$ cat src/rtl/cpu_defs.sv
// ---------------------------------------------------------------------------
// cpu_defs
// Shared core definitions used by the data-cache port arbiter:
//   u32_t          - 32-bit data/address word
//   dc_arb_state_t - arbiter FSM states (IDLE, REQ, WAIT, DROP)
//   dc_owner_t     - owner of the in-flight transaction (PIPE, AUX)
//   dcache_req_t   - request fields presented to the dcache
// ---------------------------------------------------------------------------
package cpu_defs;

    typedef logic [31:0] u32_t;

    typedef enum logic [1:0] {
        IDLE = 2'd0,
        REQ  = 2'd1,
        WAIT = 2'd2,
        DROP = 2'd3
    } dc_arb_state_t;

    typedef enum logic {
        PIPE = 1'b0,
        AUX  = 1'b1
    } dc_owner_t;

    typedef struct packed {
        logic       we;
        u32_t       addr;
        u32_t       wdata;
        logic [3:0] wstrb;
    } dcache_req_t;

    // Bit positions of the one-hot grant vector produced by the picker.
    localparam int unsigned GNT_PIPE = 0;
    localparam int unsigned GNT_AUX  = 1;

endpackage

$ cat src/rtl/dc_arb_pick.sv
// ---------------------------------------------------------------------------
// dc_arb_pick
// Combinational two-way picker for the dcache port arbiter.
// Configuration macro: DCACHE_ARB_RR_EN
//   defined   - round-robin: on a tie, the requester that is not last_owner wins
//   undefined - fixed priority, pipeline first (last_owner port is absent)
// Ports:
//   pipe_req   in  effective pipeline request (already flush-masked)
//   aux_req    in  auxiliary request
//   last_owner in  owner of the most recent grant (round-robin build only)
//   gnt        out one-hot grant, bit GNT_PIPE / GNT_AUX
// ---------------------------------------------------------------------------
module dc_arb_pick
    import cpu_defs::*;
(
    input  logic       pipe_req,
    input  logic       aux_req,
`ifdef DCACHE_ARB_RR_EN
    input  dc_owner_t  last_owner,
`endif
    output logic [1:0] gnt
);

    always_comb begin
        gnt = 2'b00;
        if (pipe_req && aux_req) begin
`ifdef DCACHE_ARB_RR_EN
            // Alternate on contention so neither side can starve the other.
            if (last_owner == PIPE) begin
                gnt[GNT_AUX] = 1'b1;
            end else begin
                gnt[GNT_PIPE] = 1'b1;
            end
`else
            gnt[GNT_PIPE] = 1'b1;
`endif
        end else if (pipe_req) begin
            gnt[GNT_PIPE] = 1'b1;
        end else if (aux_req) begin
            gnt[GNT_AUX] = 1'b1;
        end
    end

endmodule

$ cat src/rtl/dcache_port_arbiter.sv
// ---------------------------------------------------------------------------
// dcache_port_arbiter
// Shares the single data-cache request port between the pipeline memory
// stage and an auxiliary requester (cache maintenance / page walk). One
// transaction is outstanding at a time; its response is routed back to the
// owner. Pipeline transactions are squashed on flush, and a response still
// in flight for a squashed request is swallowed.
// Configuration macro: DCACHE_ARB_RR_EN (round-robin when defined, fixed
// pipeline-first priority otherwise).
// Ports:
//   clk, rst_n                     core clock, async active-low reset
//   flush                          pipeline flush (pipe-owned work only)
//   pipe_req/we/addr/wdata/wstrb   pipeline request (held until pipe_gnt)
//   pipe_gnt                       combinational grant, IDLE only
//   pipe_ready, pipe_rdata         response pulse and data for the pipeline
//   aux_*                          same set for the auxiliary requester
//   dc_req/we/addr/wdata/wstrb     registered request to the dcache
//   dc_gnt                         dcache accepts dc_req
//   dc_ready, dc_rdata             dcache response
// ---------------------------------------------------------------------------
module dcache_port_arbiter
    import cpu_defs::*;
(
    input  logic       clk,
    input  logic       rst_n,
    input  logic       flush,

    input  logic       pipe_req,
    input  logic       pipe_we,
    input  u32_t       pipe_addr,
    input  u32_t       pipe_wdata,
    input  logic [3:0] pipe_wstrb,
    output logic       pipe_gnt,
    output logic       pipe_ready,
    output u32_t       pipe_rdata,

    input  logic       aux_req,
    input  logic       aux_we,
    input  u32_t       aux_addr,
    input  u32_t       aux_wdata,
    input  logic [3:0] aux_wstrb,
    output logic       aux_gnt,
    output logic       aux_ready,
    output u32_t       aux_rdata,

    output logic       dc_req,
    output logic       dc_we,
    output u32_t       dc_addr,
    output u32_t       dc_wdata,
    output logic [3:0] dc_wstrb,
    input  logic       dc_gnt,
    input  logic       dc_ready,
    input  u32_t       dc_rdata
);

    dc_arb_state_t state;
    dc_owner_t     owner;
    dcache_req_t   req_q;
    dcache_req_t   sel_req;
    logic [1:0]    pick_gnt;
    logic          pipe_eff;
    logic          pipe_flush;

    // A flushed pipeline request must never win arbitration.
    assign pipe_eff   = pipe_req & ~flush;
    assign pipe_flush = (owner == PIPE) & flush;

`ifdef DCACHE_ARB_RR_EN
    dc_owner_t last_owner;

    // Reset to AUX so the pipeline wins the first tie.
    always_ff @(posedge clk or negedge rst_n) begin
        if (!rst_n) begin
            last_owner <= AUX;
        end else if (pipe_gnt || aux_gnt) begin
            last_owner <= aux_gnt ? AUX : PIPE;
        end
    end

    dc_arb_pick u_pick (
        .pipe_req   (pipe_eff),
        .aux_req    (aux_req),
        .last_owner (last_owner),
        .gnt        (pick_gnt)
    );
`else
    dc_arb_pick u_pick (
        .pipe_req   (pipe_eff),
        .aux_req    (aux_req),
        .gnt        (pick_gnt)
    );
`endif

    // Grants exist only in IDLE; the picker itself is state-agnostic.
    assign pipe_gnt = (state == IDLE) & pick_gnt[GNT_PIPE];
    assign aux_gnt  = (state == IDLE) & pick_gnt[GNT_AUX];

    // A pipeline response arriving together with flush is discarded.
    assign pipe_ready = (state == WAIT) & dc_ready & (owner == PIPE) & ~flush;
    assign aux_ready  = (state == WAIT) & dc_ready & (owner == AUX);
    assign pipe_rdata = dc_rdata;
    assign aux_rdata  = dc_rdata;

    always_comb begin
        sel_req = '0;
        if (aux_gnt) begin
            sel_req.we    = aux_we;
            sel_req.addr  = aux_addr;
            sel_req.wdata = aux_wdata;
            sel_req.wstrb = aux_wstrb;
        end else begin
            sel_req.we    = pipe_we;
            sel_req.addr  = pipe_addr;
            sel_req.wdata = pipe_wdata;
            sel_req.wstrb = pipe_wstrb;
        end
    end

    assign dc_we    = req_q.we;
    assign dc_addr  = req_q.addr;
    assign dc_wdata = req_q.wdata;
    assign dc_wstrb = req_q.wstrb;

    // Transaction FSM. DROP covers an accepted pipeline request whose
    // response must still be absorbed before the port can be reused.
    always_ff @(posedge clk or negedge rst_n) begin
        if (!rst_n) begin
            state  <= IDLE;
            owner  <= PIPE;
            dc_req <= 1'b0;
            req_q  <= '0;
        end else begin
            case (state)
                IDLE: begin
                    if (pipe_gnt || aux_gnt) begin
                        req_q  <= sel_req;
                        owner  <= aux_gnt ? AUX : PIPE;
                        dc_req <= 1'b1;
                        state  <= REQ;
                    end
                end
                REQ: begin
                    if (dc_gnt) begin
                        dc_req <= 1'b0;
                        state  <= pipe_flush ? DROP : WAIT;
                    end else if (pipe_flush) begin
                        // Withdrawn before the cache saw it: nothing to drain.
                        dc_req <= 1'b0;
                        state  <= IDLE;
                    end
                end
                WAIT: begin
                    if (dc_ready) begin
                        state <= IDLE;
                    end else if (pipe_flush) begin
                        state <= DROP;
                    end
                end
                DROP: begin
                    if (dc_ready) begin
                        state <= IDLE;
                    end
                end
                default: begin
                    state  <= IDLE;
                    dc_req <= 1'b0;
                end
            endcase
        end
    end

    // A response with no accepted request outstanding is a cache protocol error.
    a_no_stray_ready : assert property (
        @(posedge clk) disable iff (!rst_n)
        !(dc_ready && ((state == IDLE) || (state == REQ)))
    );

endmodule

$ cat config.mk
export PLATFORM = sky130hd
export DESIGN_NAME = dcache_port_arbiter
export DESIGN_NICKNAME = d
export VERILOG_FILES = /design/src/rtl/cpu_defs.sv /design/src/rtl/dc_arb_pick.sv /design/src/rtl/dcache_port_arbiter.sv
export SDC_FILE = /design/constraint.sdc
export NUM_CORES = 1
export LEC_CHECK = 0
export ABC_CLOCK_PERIOD_IN_PS = 1900
export BUFFER_PORTS_ARGS = -buffer_cell sky130_fd_sc_hd__clkbuf_2
export CAP_MARGIN = 10
export CELL_PAD_IN_SITES_DETAIL_PLACEMENT = 0
export CELL_PAD_IN_SITES_GLOBAL_PLACEMENT = 1
export CORE_UTILIZATION = 27
export CTS_CLUSTER_SIZE = 8
export DETAILED_ROUTE_END_ITERATION = 6
export PLACE_DENSITY_LB_ADDON = 0.1
export RECOVER_POWER = 50
export SKIP_CTS_REPAIR_TIMING = 1
export SYNTH_ARGS = -nofsm -noshare
export SYNTH_HDL_FRONTEND = slang
export SYNTH_HIERARCHICAL = 1
export SYNTH_SLANG_ARGS = --single-unit
$ cat constraint.sdc
create_clock -name clk -period 1.9 [get_ports clk]
set_input_delay 0.19 -clock clk [delete_from_list [all_inputs] [get_ports clk]]
set_output_delay 0.19 -clock clk [all_outputs]
set_load 0.02 [all_outputs]
Word level (Yosys, flattened, before mapping)
Cells that the tools add are included.

storage, ports and cells
  flip-flop bits (word level) = 73
  input bits = 177

cells by class
  equality and inequality tests = 7
  muxes and demuxes = 19
  bitwise logic cells = 10
  reduce and logical (&&, ||, !) cells = 7

operators with widths
  operator                                                               count
  69-bit 2-to-1 mux                                                      1
  2-bit 2-to-1 mux                                                       6
  1-bit 2-to-1 mux                                                       10
  1-bit AND                                                              8
  2-bit case mux with 4 select lines                                     1
  3-bit != test, second input constant                                   2
  2-bit equality test, second input constant                             2
  4-bit AND reduction                                                    1
  3-bit AND reduction                                                    1
  2-bit by 1-bit equality test with 1-bit output, second input constant  1
  2-bit zero test                                                        1
  2-bit by 1-bit != test with 1-bit output, second input constant        1
  2-bit != test, second input constant                                   1
  1-bit NOT                                                              2
  1-bit case mux with 2 select lines                                     1
  2-bit AND reduction                                                    1
  2-bit nonzero test                                                     1
  1-bit logical AND                                                      1
  1-bit logical OR                                                       1

Logic depth before layout (Yosys ltp)
  depth in word-level cells = 8
  gate-level depth with buffers = 7
  gate-level depth less buffers = 5

Hierarchy
Netlist, hierarchy kept.

modules (own cells, without submodules)
  module               instances  cells each  area each (µm²)  sequential area each (µm²)
  dcache_port_arbiter  1          406         4083.9           1826.8
  dc_arb_pick          1          2           10.0             0.0

Worst setup path before layout
OpenSTA, ideal clock, no wires.

  kind = register -> output
  from = reg state[0]
  to = out pipe_ready
  arrival = 1.210 ns
  slack = 0.500 ns
  stages on the path, launching flop included = 3
  path buffers = 1
  cells stage by stage = dfrtp_1 > buf_6 > nor4_1

between the ends
  word-level cells in the longest chain between the ends = 4

ends and longest elaborated chain
  item                     line                        source
  start, declared          dcache_port_arbiter.sv:56   dc_arb_state_t state;
  start signal, assigned   dcache_port_arbiter.sv:145  state <= pipe_flush ? DROP : WAIT;
  2-bit equality test      dcache_port_arbiter.sv:99   assign pipe_ready = (state == WAIT) & dc_ready & (owner == PIPE) & ~flush;
  1-bit AND (3 in series)  dcache_port_arbiter.sv:99
  end, declared            dcache_port_arbiter.sv:34   output logic pipe_ready,

No other way between the ends.

Worst setup path after layout
  from = reg state[0]
  to = out aux_gnt

between the ends
  word-level cells in the longest chain between the ends = 2

ends and longest elaborated chain
  item             line                       source
  2-bit zero test  dcache_port_arbiter.sv:96  assign aux_gnt = (state == IDLE) & pick_gnt[GNT_AUX];
  1-bit AND        dcache_port_arbiter.sv:96
  end, declared    dcache_port_arbiter.sv:42  output logic aux_gnt,

No other way between the ends.

==> results by group <==
Status
  • Outcome: finished, violations left
  • Failing checks: DRC

Routing
  • Avg WL per Cell: 19.6 um
  • Via density per instance: 5.18
  • Final WL: 14.6 mm
  • Antenna-violating nets left: 0
  • DRC Markers: 46
  • 1st-pass router iterations: 7
  • Starting DRT DRC Count: 237
  • Vias: 3854

Critical path
  • CP Launch Point: state[0]$_DFFE_PN0P_
  • CP Data Arrival Time: 1580 ps
  • Critical Setup Path Class: reg2out
  • Crit Path Max Fanout: 24
  • Worst endpoint required time: 1710 ps
  • Worst R2R Start: state[0]$_DFFE_PN0P_
  • CP endpoint kind: primary output
  • CP max stage cell: dfrtp_1
  • Worst Setup Start Kind: flop
  • Critical path cell sequence: nor3b_4 > buf_12 > clkbuf_2
  • Slowest stage delay, CP: 510 ps

Placed design
  • Port Buffers: 218
  • Final Wtd Congestion: 0.718
  • Dpl cell area: 0.00490 mm2
  • HPWL after detailed placement: 9.57 mm

Floorplan
  • Initial Util: 0.280
  • I/O pin cnt: 315
  • Core area: 0.0146 mm2
  • Chip height: 125 um
  • Die area: 0.0157 mm2
  • Die Width: 125 um
  • FP Rows: 44

Worst hold path
  • Hold wc startpoint: aux_wdata[12]
  • Min-Delay Path Class: in2reg

Synth
  • Synth Warn #: 6
  • Synth Register Bits: 73
  • Area leader, netlist: dfrtp_1
  • Mapped cell area: 0.00409 mm2
  • Syn_nets: 585
  • Sequential share of the synthesized area: 0.446
  • Leading cell types by total area after synthesis: dfrtp_1 45%, a32oi_1 15%, a22oi_1 13%, buf_4 12%, nand2_1 6.4%
  • Gate count of the mapped netlist: 408
  • Distinct cells, synth: 26
  • Post-synthesis average cell area: 10.0 um2
  • Synth top area share: 0.446

Job
  • Max cap viols: 0

Clock tree
  • H-tree depth: 3
  • Clk root buf: clkbuf_16
  • Clock latency on the worst-skew pair: 330 ps
  • CTS tree: done
  • Clock transition at the registers of the reported paths: 60 ps
  • # clock sinks: 73
  • Clk buf depth: 2
  • TritonCTS Buffers: 9

Finish
  • Final nets: 732
  • Share of cells above drive strength 1: 0.454
  • Final Cell Area: 0.00530 mm2
  • Commonest non-fill, non-tap cell in the layout: clkbuf_2
  • Most frequent cells in the layout: 214 x clkbuf_2, 73 x dfrtp_1, 70 x nand2_1
  • Layout area overhead: 29.5%
  • Count of antenna diodes in the layout: 0

Timing
  • Rel. slew slack: 0.260
  • Post-route minimum period: 1770 ps
  • Setup violators final: 0
  • Final Skew: 4.16 ps
  • Worst-Margin Slew: 1110 ps
  • RSZ-0062 raised after global routing: false
  • Max Fclk: 565 MHz
  • Final count of hold timing violations: 0
  • TNS Setup: 0 ps
  • Period utilization: 0.931
  • Max Transition Viols Final: 0

Global route
  • Gr ovfl total: 0
  • Largest net degree at the start of global routing: 73
  • Vias in the first global route: 3918
  • Initial antenna violation count: 0
  • Gr usage total: 0.179
  • Global-route wire length before repair: 21.9 mm

Power
  • P_leak: 2.58 nW
  • Cell area power density: 1770 mW/mm2
  • Peak VDD IR: 777 uV
[registers in the layout, indices dropped and copies added, names as in the netlist]
signal and cells:
dc_addr 32, dc_we 1, dc_wstrb 4, owner 1, state 2, dc_req 1
dc_wdata 32
[final cells by class]
class                      count  area [um2]
clock inverter                 1        30.0
sequential                    73        1830
tap                          184         230
inverter                       4        15.0
fill                        1517        9340
clock buffer                  15         298
multi-input combinational    228        1550
timing repair buffer         239        1350
[synthesized netlist by cell type]
cell type	number
buf_2	17
o2bb2ai_1	1
buf_6	9
nand2b_1	1
dfrtp_1	73
nor2b_1	4
o21bai_1	2
o21ai_0	2
a32oi_1	68
nand2_1	70
buf_4	64
clkinv_1	1
o221ai_1	1
nor4_1	1
nor3b_4	1
nor3_1	1
nor3b_2	1
a22oi_1	69
xnor2_1	1
nor2_1	1
or2_1	1
a2bb2oi_1	1
inv_1	3
o21ba_2	1
o22ai_1	1
clkbuf_1	13
[metal layers]
| metal | global-route usage | up-vias | wire, um |
|---|---|---|---|
| li1 | - | 1785 | - |
| met1 | 0.206 | 1848 | 5760 |
| met2 | 0.314 | 208 | 7310 |
| met3 | 0.0535 | 13 | 1310 |
| met4 | 0.0674 | 0 | 184 |
| met5 | 0 | - | 0 |
[power breakdown]
part	internal, W	total [W]	switching [W]
clock network	0.00120	0.00184	0.000644
logic	0.00173	0.00445	0.00272
registers	0.00238	0.00307	0.000692
total	0.00531	0.00937	0.00405
[final timing paths]
check                      cells after the start  slack, ps                       end
setup / recovery                               3        130                   aux_gnt
hold / removal                                 3         70  dc_wdata[12]$_DFFE_PN0P_
setup reg to reg                               4        260    dc_addr[1]$_DFFE_PN0P_
hold reg to reg                                2        510    dc_addr[7]$_DFFE_PN0P_
max in group asynchronous                      3        310   dc_addr[15]$_DFFE_PN0P_
min in group asynchronous                      2        580   dc_wdata[8]$_DFFE_PN0P_
[cells by family (layout without fill, tap and decap cells)]
logic type      after synthesis  count (layout)  synth area share
xor+xnor                      1               1           0.00214
flops                        73              73             0.446
simple gates                 81              81            0.0847
compound gates              146             146             0.289
buf+inv                     107             259             0.178
[metrics by stage]
| stage | hold slack (ps) | power, W | cells | worst slack (ps) | util |
|---|---|---|---|---|---|
| floorplan | -106 | 0.00624 | 408 | 500 | - |
| global placement | 85.2 | 0.00745 | 721 | 358 | 0.334 |
| detailed placement | 89.2 | 0.00752 | 721 | 301 | 0.334 |
| CTS | -280 | 0.00941 | 737 | 1.64 | 0.357 |
| global route | 77.9 | 0.0100 | 744 | 48.6 | 0.362 |
| finish | 73.1 | 0.00937 | 744 | 132 | 0.362 |
[worst max-delay path, delay by kind of cell, from the launching register on]
family	cells	cell delay, ps
flops	1	510
buf+inv	2	410
simple gates	1	310
No activity file was read; power rests on OpenSTA's default activity.
